`config.mk`:
```
export PLATFORM = sky130hd
export DESIGN_NAME = alu_exc_stage
export DESIGN_NICKNAME = d
export VERILOG_FILES = /design/src/rtl/alu_pkg.sv /design/src/rtl/alu_exc_decode.sv /design/src/rtl/alu_exc_stage.sv
export SDC_FILE = /design/constraint.sdc
export NUM_CORES = 1
export LEC_CHECK = 0
export BUFFER_PORTS_ARGS = -buffer_cell sky130_fd_sc_hd__buf_4
export CORE_MARGIN = 5
export CORE_UTILIZATION = 35
export CTS_BUF_LIST = sky130_fd_sc_hd__clkbuf_2 sky130_fd_sc_hd__clkbuf_4 sky130_fd_sc_hd__clkbuf_8
export DETAILED_ROUTE_END_ITERATION = 6
export GPL_TIMING_DRIVEN = 0
export PLACE_DENSITY = 0.71
export SLEW_MARGIN = 20
export SYNTH_ARGS = -nofsm -noshare
export SYNTH_HDL_FRONTEND = slang
export SYNTH_SLANG_ARGS = --single-unit
```
`constraint.sdc`:
```
create_clock -name clk -period 2.5 [get_ports clk]
set_input_delay 0.5 -clock clk [delete_from_list [all_inputs] [get_ports clk]]
set_output_delay 0.5 -clock clk [all_outputs]
set_load 0.01 [all_outputs]
```
`src/rtl/alu_pkg.sv`:
```
// Shared ALU definitions: opcodes, status flag positions, exception cause codes
// and the exception-stage state enum.
package alu_pkg;

    localparam logic [3:0] ALU_AND    = 4'd0;
    localparam logic [3:0] ALU_OR     = 4'd1;
    localparam logic [3:0] ALU_ADD    = 4'd2;
    localparam logic [3:0] ALU_DIV    = 4'd4;
    localparam logic [3:0] ALU_MUL    = 4'd5;
    localparam logic [3:0] ALU_SUB    = 4'd6;
    localparam logic [3:0] ALU_SLT    = 4'd7;
    localparam logic [3:0] ALU_SLL    = 4'd8;
    localparam logic [3:0] ALU_SRL    = 4'd9;
    localparam logic [3:0] ALU_XOR    = 4'd10;
    localparam logic [3:0] ALU_NOR    = 4'd11;
    localparam logic [3:0] ALU_ADDR_W = 4'd12;
    localparam logic [3:0] ALU_ADDR_H = 4'd13;

    localparam int STAT_ZERO     = 7;
    localparam int STAT_MUL_OVF  = 6;
    localparam int STAT_ADD_OVF  = 5;
    localparam int STAT_NEG      = 4;
    localparam int STAT_ALIGNED  = 3;
    localparam int STAT_DIV_ZERO = 2;

    localparam logic [3:0] CAUSE_NONE       = 4'h0;
    localparam logic [3:0] CAUSE_ADDR_LOAD  = 4'h4;
    localparam logic [3:0] CAUSE_ADDR_STORE = 4'h5;
    localparam logic [3:0] CAUSE_OVF        = 4'hC;
    localparam logic [3:0] CAUSE_DIV_ZERO   = 4'hF;

    typedef enum logic {
        RUN = 1'b0,
        EXC = 1'b1
    } exc_state_e;

    // Only word and halfword address opcodes are subject to alignment checks.
    function automatic logic is_addr_op(input logic [3:0] ctrl);
        return (ctrl == ALU_ADDR_W) || (ctrl == ALU_ADDR_H);
    endfunction

endpackage

```
`src/rtl/alu_exc_decode.sv`:
```
// Combinational exception detector for one ALU instruction; the first matching
// condition in priority order wins.
module alu_exc_decode
    import alu_pkg::*;
(
    input  logic [3:0] alu_control,
    input  logic [7:0] alu_status,
    input  logic       mem_read,
    input  logic       mem_write,
    input  logic       check_ovf,
    output logic       hit,
    output logic [3:0] cause
);

    logic div_zero;
    logic ovf;
    logic addr_op;
    logic misaligned;
    logic unused_status;

    assign unused_status = ^{alu_status[STAT_ZERO], alu_status[STAT_NEG], alu_status[1:0]};

    assign div_zero   = (alu_control == ALU_DIV) & alu_status[STAT_DIV_ZERO];
    assign ovf        = check_ovf & (alu_status[STAT_ADD_OVF] | alu_status[STAT_MUL_OVF]);
    assign addr_op    = is_addr_op(alu_control);
    assign misaligned = addr_op & ~alu_status[STAT_ALIGNED];

    always_comb begin
        hit   = 1'b1;
        cause = CAUSE_NONE;
        if (div_zero) begin
            cause = CAUSE_DIV_ZERO;
        end else if (ovf) begin
            cause = CAUSE_OVF;
        end else if (misaligned & mem_read) begin
            cause = CAUSE_ADDR_LOAD;
        end else if (misaligned & mem_write) begin
            cause = CAUSE_ADDR_STORE;
        end else begin
            hit = 1'b0;
        end
    end

endmodule

```
`src/rtl/alu_exc_stage.sv`:
```
// One-entry EX/MEM pipeline register that diverts faulting instructions into a
// pending exception (cause + EPC) instead of passing them downstream.
//
// state | meaning
// RUN   | normal flow, instructions accepted into the output register
// EXC   | exception pending, incoming instructions discarded until exc_ack
module alu_exc_stage
    import alu_pkg::*;
#(
    parameter int DATA_W  = 32,
    parameter int RADDR_W = 5
) (
    input  logic               clk,
    input  logic               rst,
    input  logic               in_valid,
    output logic               in_ready,
    input  logic [3:0]         alu_control,
    input  logic [DATA_W-1:0]  alu_result,
    input  logic [7:0]         alu_status,
    input  logic [DATA_W-1:0]  in_pc,
    input  logic [DATA_W-1:0]  in_store_data,
    input  logic [RADDR_W-1:0] in_rd,
    input  logic               in_mem_read,
    input  logic               in_mem_write,
    input  logic               in_reg_write,
    input  logic               in_check_ovf,
    output logic               out_valid,
    input  logic               out_ready,
    output logic [DATA_W-1:0]  out_result,
    output logic [DATA_W-1:0]  out_store_data,
    output logic [RADDR_W-1:0] out_rd,
    output logic               out_mem_read,
    output logic               out_mem_write,
    output logic               out_reg_write,
    input  logic               flush,
    output logic               exc_valid,
    output logic [3:0]         exc_cause,
    output logic [DATA_W-1:0]  exc_epc,
    input  logic               exc_ack
);

    exc_state_e state, state_nxt;
    logic       accept;
    logic       exc_hit;
    logic [3:0] exc_code;
    logic       load_out;
    logic       latch_exc;

    alu_exc_decode u_decode (
        .alu_control (alu_control),
        .alu_status  (alu_status),
        .mem_read    (in_mem_read),
        .mem_write   (in_mem_write),
        .check_ovf   (in_check_ovf),
        .hit         (exc_hit),
        .cause       (exc_code)
    );

    // While an exception is pending the stage swallows everything upstream.
    assign in_ready  = (state == EXC) ? 1'b1 : (~out_valid | out_ready);
    assign accept    = in_valid & in_ready;
    assign exc_valid = (state == EXC);

    always_comb begin
        state_nxt = state;
        load_out  = 1'b0;
        latch_exc = 1'b0;
        if (flush) begin
            state_nxt = state;
        end else if (state == EXC) begin
            if (exc_ack) begin
                state_nxt = RUN;
            end
        end else if (accept) begin
            if (exc_hit) begin
                state_nxt = EXC;
                latch_exc = 1'b1;
            end else begin
                load_out = 1'b1;
            end
        end
    end

    always_ff @(posedge clk) begin
        if (rst) begin
            state          <= RUN;
            out_valid      <= 1'b0;
            out_result     <= '0;
            out_store_data <= '0;
            out_rd         <= '0;
            out_mem_read   <= 1'b0;
            out_mem_write  <= 1'b0;
            out_reg_write  <= 1'b0;
            exc_cause      <= CAUSE_NONE;
            exc_epc        <= '0;
        end else begin
            state <= state_nxt;

            if (flush) begin
                out_valid <= 1'b0;
            end else if (load_out) begin
                out_valid <= 1'b1;
            end else if (out_ready) begin
                out_valid <= 1'b0;
            end

            if (load_out) begin
                out_result     <= alu_result;
                out_store_data <= in_store_data;
                out_rd         <= in_rd;
                out_mem_read   <= in_mem_read;
                out_mem_write  <= in_mem_write;
                out_reg_write  <= in_reg_write;
            end

            if (latch_exc) begin
                exc_cause <= exc_code;
                exc_epc   <= in_pc;
            end
        end
    end

endmodule

```
# Word level (Yosys, flattened, before mapping)
# Cells that the tools add are included.
word_totals:
  n_memories: 0
  rom_bits: 0
  elab_cells: 47
  latch_bits: 0
  ramBits: 0
  input_bits: 123
  regBits: 110
classes:
  shifts: 0
  addsub: 0
  n_reduce_logical: 3
  div: 0
  n_eq_ne: 3
  mul: 0
  muxes: 21
  bitwise_logic: 10
  n_lt_le_gt_ge: 0
op_table:
  columns: ["cell", "n"]
  rows:
  - ["$mux 1", 17]
  - ["$mux 4", 3]
  - ["$eq 4x4->1 const B", 2]
  - ["$and 1x1->1", 6]
  - ["$eq 4x3->1 const B", 1]
  - ["$mux 3", 1]
  - ["$not 1->1", 2]
  - ["$or 1x1->1", 2]
  - ["$reduce_bool 2->1", 1]
  - ["$reduce_or 2->1", 1]
  - ["$logic_or 1x1->1", 1]

# Depth between registers and ports, before layout
# Gate-level depths: netlist of the first run.
depth:
  ltp_word: 13
  mapped_depth: 6
  depth_no_buf: 4

# By module
# Synthesis of the first run repeated with hierarchy kept, for this count alone.
hier_totals:
  cells_unflattened: 493
  hier_area_um2: 5139.9
modules_own_cells:
  columns: ["module", "area_each_um2", "instances", "seq_area_each_um2", "cells_each"]
  rows:
  - ["alu_exc_stage", 5058.6, 1, 2202.1, 481]
  - ["alu_exc_decode", 81.3, 1, 0.0, 12]

# Worst setup path after synthesis of the first run
# No wires, ideal clock.
synth_path:
  path_kind: "input-to-reg"
  start: "input port alu_status[6]"
  end: "register out_mem_read"
  slack_ns: 0.814
  path_buffers: 2
  required_ns: 2.428
  arrival_ns: 1.614
  stages: 6
  cell_sequence: "o21a_1 > a41oi_4 > and3_4 > buf_12 > buf_12 > mux2i_1"
synth_between:
  elab_chain_cells: 8
synth_rtl:
  columns: ["item", "line", "rtl"]
  rows:
  - ["start, declared", "alu_exc_stage.sv:19", "input logic [7:0] alu_status,"]
  - ["$or 1x1->1", "alu_exc_decode.sv:24", "assign ovf = check_ovf & (alu_status[STAT_ADD_OVF] | alu_status[STAT_MUL_OVF]);"]
  - ["$and 1x1->1", "alu_exc_decode.sv:24", null]
  - ["$mux 1", "alu_exc_decode.sv:33", "end else if (ovf) begin"]
  - ["$mux 1", "alu_exc_decode.sv:31", "if (div_zero) begin"]
  - ["$mux 1", "alu_exc_stage.sv:75", "if (exc_hit) begin"]
  - ["$mux 1", "alu_exc_stage.sv:74", "end else if (accept) begin"]
  - ["$mux 1", "alu_exc_stage.sv:70", "end else if (state == EXC) begin"]
  - ["$mux 1", "alu_exc_stage.sv:68", "if (flush) begin"]
  - ["end signal, assigned", "alu_exc_stage.sv:111", "out_mem_read <= in_mem_read;"]
  - ["end, declared", "alu_exc_stage.sv:32", "output logic out_mem_read,"]
# No other way between the ends.
# A chain may end at the register's enable or synchronous reset.

# Worst setup path after layout of the first run
layout_path:
  start: "register out_valid"
  end: "output port in_ready"
layout_between:
  elab_chain_cells: 3
layout_rtl:
  columns: ["item", "line", "rtl"]
  rows:
  - ["start, declared", "alu_exc_stage.sv:27", "output logic out_valid,"]
  - ["start signal, assigned", "alu_exc_stage.sv:87", "out_valid <= 1'b0;"]
  - ["start signal, assigned", "alu_exc_stage.sv:100", "out_valid <= 1'b0;"]
  - ["start signal, assigned", "alu_exc_stage.sv:102", "out_valid <= 1'b1;"]
  - ["$not 1->1", "alu_exc_stage.sv:60", "assign in_ready = (state == EXC) ? 1'b1 : (~out_valid | out_ready);"]
  - ["$or 1x1->1", "alu_exc_stage.sv:60", null]
  - ["$mux 1", "alu_exc_stage.sv:60", null]
  - ["end, declared", "alu_exc_stage.sv:16", "output logic in_ready,"]
# No other way between the ends.

==> results of run 1 <==
==> final cells by class <==
| class | count | area (um^2) |
|---|---|---|
| fillers | 1404 | 7610 |
| clock buffers | 10 | 131 |
| flip-flops and latches | 110 | 2200 |
| well taps | 188 | 235 |
| repair buffers | 228 | 1710 |
| multi-input cells | 341 | 2880 |
| clock inverters | 6 | 62.6 |
| inverters | 3 | 11.3 |
| plain buffers | 35 | 302 |
==> kinds of logic after synthesis <==
logic type      Yosys count  synth area share
buf+inv                  38            0.0580
flops                   110             0.409
mux                     105             0.195
compound gates           14            0.0234
simple gates            222             0.315
==> state kept, by name, indices dropped and copies added, names as in the netlist <==
name and cells:
out_mem_read 1, exc_valid 1, out_mem_write 1, out_rd 5, exc_epc 32, out_store_data 32, out_reg_write 1, out_valid 1
exc_cause 4, out_result 32
==> metrics by stage <==
| stage | std cells | power (mW) |
|---|---|---|
| floorplan | 489 | 2.23 |
| global placement | 905 | 2.54 |
| detailed placement | 905 | 2.56 |
| CTS | 921 | 3.66 |
| global route | 921 | 3.77 |
| finish | 921 | 3.60 |
==> per-layer routing <==
layer	wire length, um	GRT usage
met3	1080	0.0491
met1	6020	0.188
met5	0	0
met4	261	0.0543
met2	6960	0.258
==> cells in the final DEF, fill, tap and decap left out, types with 2 or more instances in the layout <==
cell type  synthesis  layout
a21oi_1            3       3
buf_12             8       8
buf_4              0     228
buf_6              3       3
clkbuf_1          21      21
clkbuf_8           0       9
clkinv_2           0       3
clkinv_4           0       2
dfxtp_1          110     110
inv_1              3       3
mux2i_1          105     105
nand2b_1          94      94
nand2b_2          28      28
nand3_1            2       2
nor2_1             2       2
o21ai_0            3       3
or2b_1             2       2
or2b_2            87      87
==> worst register-to-register path, delay by kind of cell (launching register included) <==
family	cells	cell delay, ns
flip-flops	1	0.36
AND/OR/NAND/NOR	3	0.56
multiplexers	1	0.20
buffers and inverters	2	0.32
==> power by group through the flow <==
stage / Combinational, mW / Sequential, mW / Clock, mW
2_1_floorplan: 0.302 / 1.93 / 0
3_3_place_gp: 0.645 / 1.90 / 0
3_5_place_dp: 0.660 / 1.90 / 0
4_1_cts: 0.663 / 1.86 / 1.14
5_1_grt: 0.704 / 1.87 / 1.19
6_report: 0.652 / 1.86 / 1.09
==> worst paths after layout <==
path                start                  to  slack, ns  depth (start not counted)
max reg2reg     exc_valid  out_store_data[15]       0.99                          6
min reg2reg  exc_cause[2]        exc_cause[2]       0.47                          2
max             out_valid            in_ready       0.73                          3
min                 flush           out_valid       0.31                          2
==> run_results.csv, run 1 <==
group,metric,value,unit
layout,layout-drive-gt1-share,0.520,
global_routing,grt_pass1_wl,22.4,mm
setup_path,critical_path_class,"reg -> out",
floorplan,fp.dieArea,18000,um^2
sta,hold_violations,0,
power_and_ir_drop,leakage,3.15,nW
placement,gp_congestion,0.765,
setup_path,end_kind,"output port",
placement,dp_slack,0.422,ns
logic_synthesis,synth-async-reset-ratio,0,
sta,relSlewSlack,0.643,
floorplan,die_height,134,um
power_and_ir_drop,sequentialPowerShare,0.516,
clocking,clock_latency,0.37,ns
clocking,cts_setup_buffers,0,
power_and_ir_drop,clkPwrFrac,0.303,
routing,wl_per_cell,15.6,um
clocking,clk_pin_slew,0.10,ns
clocking,htreeDepth,3,
setup_path,slowest_delay,0.36,ns
logic_synthesis,synth-edff-count,0,
floorplan,coreArea,15100,um^2
floorplan,ios,234,
floorplan,initial_core_util,0.356,
sta,worst_slack,0.726,ns
placement,placed_cell_area,7340,um^2
logic_synthesis,yosys_warnings,0,
sta,worst_pin_slew,0.536,ns
logic_synthesis,synthTopCellsByArea,"dfxtp_1 (41%), mux2i_1 (19%), or2b_2 (14%)",
clocking,cts-root-buf,"clkbuf_8",
routing,routed-via-count,4173,
logic_synthesis,yosys.area.top_type,"dfxtp_1",
setup_path,cp_slowest_cell,"dfxtp_1",
logic_synthesis,synth.avg_cell_area,11.0,um^2
routing,via_per_inst,4.53,
sta,timing.hold.ws,0.308,ns
sta,post-route-min-period,1.77,ns
routing,drt_wl_total,14.3,mm
layout,diodes,0,
sta,clock_skew,0.00824,ns
logic_synthesis,yosysUniqueCellTypes,32,
setup_path,path_cells,"nand2b_1 -> or2_2 -> buf_4",
logic_synthesis,synth_seq_area_share,0.409,
sta,fmax,0.564,GHz
sta,rsz0062_at_grt,"false",
power_and_ir_drop,ir_drop,0.000229,V
layout,final_util,0.497,
clocking,cts_resized,0,
sta,finalMaxSlewViolations,0,
logic_synthesis,synthesis.instances,489,
layout,final_cell_area,7530,um^2
setup_path,required,2.00,ns
setup_path,worst-path-buf-inv,1,
layout,area_growth,39.7,%
logic_synthesis,synth_nets,612,
clocking,cts-buffers-inserted,9,
power_and_ir_drop,p_switching,915,uW
global_routing,grt_max_degree,18,
job,drv_cap,0,
clocking,tritoncts,"yes",
setup_path,worst_ep_arrival_time,1.27,ns
routing,ant_nets,0,
logic_synthesis,synthFlopType,"dfxtp_1",
clocking,cts_sinks,110,
global_routing,grt_pass1_vias,4423,
setup_path,start_kind,"flop",
sta,finalCritPeriodShare,0.710,
placement,hpwlAfterDp,11.2,mm
global_routing,overflow,0,
floorplan,fp.dieW,134,um
sta,finalSetupViolations,0,
logic_synthesis,synthTopCellsByCount,"dfxtp_1 (110), mux2i_1 (105), nand2b_1 (94), or2b_2 (87), nand2b_2 (28)",
setup_path,crit_fanout,4,
power_and_ir_drop,power_per_cell_area,479,nW/um^2
global_routing,grt_use_total,0.154,
routing,remaining_drc_errors,0,
power_and_ir_drop,sw_frac_of_total,0.254,
power_and_ir_drop,intPower,2.69,mW
layout,nNetsFinal,851,
clocking,cts_hold_buffers,0,
floorplan,placementRows,45,
logic_synthesis,synth_most_common_cell,"dfxtp_1",
status,status,"finished, final reports clean",
global_routing,antenna_found_initial,0,
placement,portBuffers,228,
logic_synthesis,syn_area,5390,um^2
logic_synthesis,ys_ff_latch,110,
clocking,clk_path_buf_depth,2,
sta,fin_setup_tns,0,ns
routing,drtPass1Iterations,4,
logic_synthesis,synth_top_area_share,0.409,
min_path,min_path_type,"in -> reg",
setup_path,path_delay_family,"simple AND/OR/NAND/NOR gates",
routing,drt_iter0_drc,110,
power_and_ir_drop,comb_power_share,0.181,
(Power assumes the default switching activity.)
==> run 2: changes to the inputs <==
Settings changed: PLACE_DENSITY 0.71 to 0.73.
Clock period 2.5 ns to 1.4 ns, I/O delays scaled along.
==> run 2 against run 1 <==
Effect of this change:
- die area did not move
- the flow now finishes with violations (setup timing)
- via count rose by 3.5%
- critical path type unchanged
- cell count rose by 2.3%
- first-iteration DRC count rose by 21%
- largest cell class unchanged
==> run_results.csv, run 2 (same netlist as run 1, synthesis figures left out) <==
group,metric,value,unit
status,status,"complete, but fails checks",
status,failed_checks,"setup timing",
setup_path,reg2reg_slack,-0.08,ns
routing,drt_iter0_drc,133,
clocking,cts_sinks,110,
routing,dr_wl_met3,927,um
floorplan,placementRows,45,
floorplan,fp.dieW,134,um
routing,wl_met2,7.80,mm
routing,drtPass1Iterations,5,
setup_path,r2r_cells,6,
global_routing,overflow,0,
routing,ant_nets,0,
sta,clock_skew,0.00580,ns
setup_path,worst-path-buf-inv,2,
sta,fin_setup_tns,-3.00,ns
layout,mostFrequentLayoutCell,"buf_4",
routing,drt-met1-wl,6.51,mm
layout,area_growth,50.0,%
global_routing,antenna_found_initial,0,
routing,remaining_drc_errors,0,
global_routing,grt_pass1_wl,23.5,mm
clocking,cts_hold_buffers,0,
routing,wl_per_cell,16.6,um
clocking,cts-root-buf,"clkbuf_8",
placement,dp_slack,-0.549,ns
sta,worst_slack,-0.0819,ns
layout,nNetsFinal,872,
sta,finalMaxSlewViolations,0,
clocking,clock_latency,0.37,ns
layout,layout-drive-gt1-share,0.550,
power_and_ir_drop,leakage,3.40,nW
floorplan,fp.dieArea,18000,um^2
setup_path,cp_slowest_cell,"dfxtp_2",
sta,finalSetupViolations,67,
sta,worst_pin_slew,0.423,ns
min_path,min_path_type,"in -> reg",
setup_path,regToRegEndpoint,"out_result[26]",
clocking,tritoncts,"yes",
floorplan,coreArea,15100,um^2
power_and_ir_drop,ir_drop,0.000407,V
job,drv_cap,0,
layout,layout.cells.most_common_list,"buf_4 (230), dfxtp_1 (108), mux2i_1 (99)",
layout,reg_top3,"exc_epc (32), out_result (32), out_store_data (32)",
layout,diodes,0,
sta,relSlewSlack,0.718,
setup_path,worst_path_most_repeated_cell,"buf_6",
routing,via_per_inst,4.58,
setup_path,slowest_delay,0.35,ns
floorplan,ios,234,
min_path,min_from,"flush",
min_path,holdPathEnd,"out_valid",
sta,finalCritPeriodShare,1.06,
clocking,clk_pin_slew,0.10,ns
setup_path,path_delay_family,"flip-flops",
clocking,htreeDepth,3,
global_routing,grt_max_degree,18,
setup_path,critical_path_class,"reg -> out",
sta,post-route-min-period,1.48,ns
clocking,clk_path_buf_depth,2,
placement,gp_congestion,0.771,
setup_path,end_kind,"output port",
setup_path,crit_fanout,2,
floorplan,initial_core_util,0.356,
power_and_ir_drop,power_per_cell_area,871,nW/um^2
routing,drt_wl_total,15.6,mm
setup_path,start_kind,"flop",
setup_path,worst_ep_arrival_time,1.20,ns
global_routing,grt_use_total,0.163,
setup_path,r2r_start,"exc_valid",
floorplan,die_height,134,um
global_routing,grt_pass1_vias,4638,
sta,hold_violations,0,
sta,rsz0062_at_grt,"true",
min_path,hold_depth,2,
clocking,cts-buffers-inserted,9,
setup_path,required,1.12,ns
placement,portBuffers,228,
setup_path,path_cells,"buf_6 -> or2_4 -> buf_6",
sta,fmax,0.675,GHz
layout,fillers,1340,
routing,routed-via-count,4318,
routing,dr.max_layer_used,"met4",
placement,hpwlAfterDp,11.5,mm
run 2: changes by cell type in the layout (fill, tap and decap cells not counted), moves of 3 or more:
cell and delta:
buf_16 +3, buf_6 +3, clkbuf_16 +8, clkinv_2 -3, mux2i_1 -6, mux2i_2 +6
run 2: worst register-to-register path: cells and delay by family (launching register included):
kind                   cells  cell delay, ns
AND/OR/NAND/NOR            3            0.55
flip-flops                 1            0.35
buffers and inverters      2            0.30
multiplexers               1            0.21
run 2: metrics by stage:
step | std cells | hold slack, ns | utilization | instance area [um^2] | power [mW]
floorplan | 489 | 0.358 | - | 5400 | 3.98
CTS | 934 | 0.0477 | 0.518 | 7840 | 7.06
global placement | 905 | 0.442 | 0.485 | 7340 | 4.55
global route | 942 | 0.0730 | 0.534 | 8090 | 7.35
detailed placement | 905 | 0.441 | 0.485 | 7340 | 4.58
finish | 942 | 0.0956 | 0.534 | 8090 | 7.04
run 2: power breakdown:
group | total (mW) | leakage, nW | internal [mW] | switching (mW)
sequential | 3.33 | 0.895 | 3.25 | 0.0709
combinational | 1.32 | 2.38 | 0.817 | 0.504
clock | 2.40 | 0.122 | 1.29 | 1.11
run 2: metal layers:
metal  global-route usage  vias up
li1                     -     2103
met1                0.193     2048
met2                0.282      142
met3               0.0431       25
met4               0.0639        0
met5                    0        -
run 2: worst max-delay path by stage:
stage	start	to	slack (ns)	cells after the start
after floorplan	alu_status[6]	out_mem_read	-0.06	6
after global placement	rst	exc_epc[0]	-0.54	5
after detailed placement	rst	out_result[26]	-0.55	5
after CTS	out_valid	in_ready	-0.10	3
after global routing	exc_valid	out_store_data[31]	-0.16	6
final	exc_valid	in_ready	-0.08	3
run 2: cell type report:
type                       instances  area (um^2)  area share
inverter                           3         11.3     0.00139
tap                              188          235      0.0291
clock buffer                      11          151      0.0187
timing repair buffer             249         2120       0.263
buffer                            35          324      0.0401
multi-input combinational        341         2930       0.362
clock inverter                     5          105      0.0130
sequential                       110         2200       0.273
run 2: what timing repair did:
| action | CTS | global route |
|---|---|---|
| setup endpoints to repair | 107 | 102 |
| resized for setup | 19 | 12 |
| pin swaps | 3 | 1 |
| setup buffers | 9 | 0 |
| gates cloned | 4 | 8 |
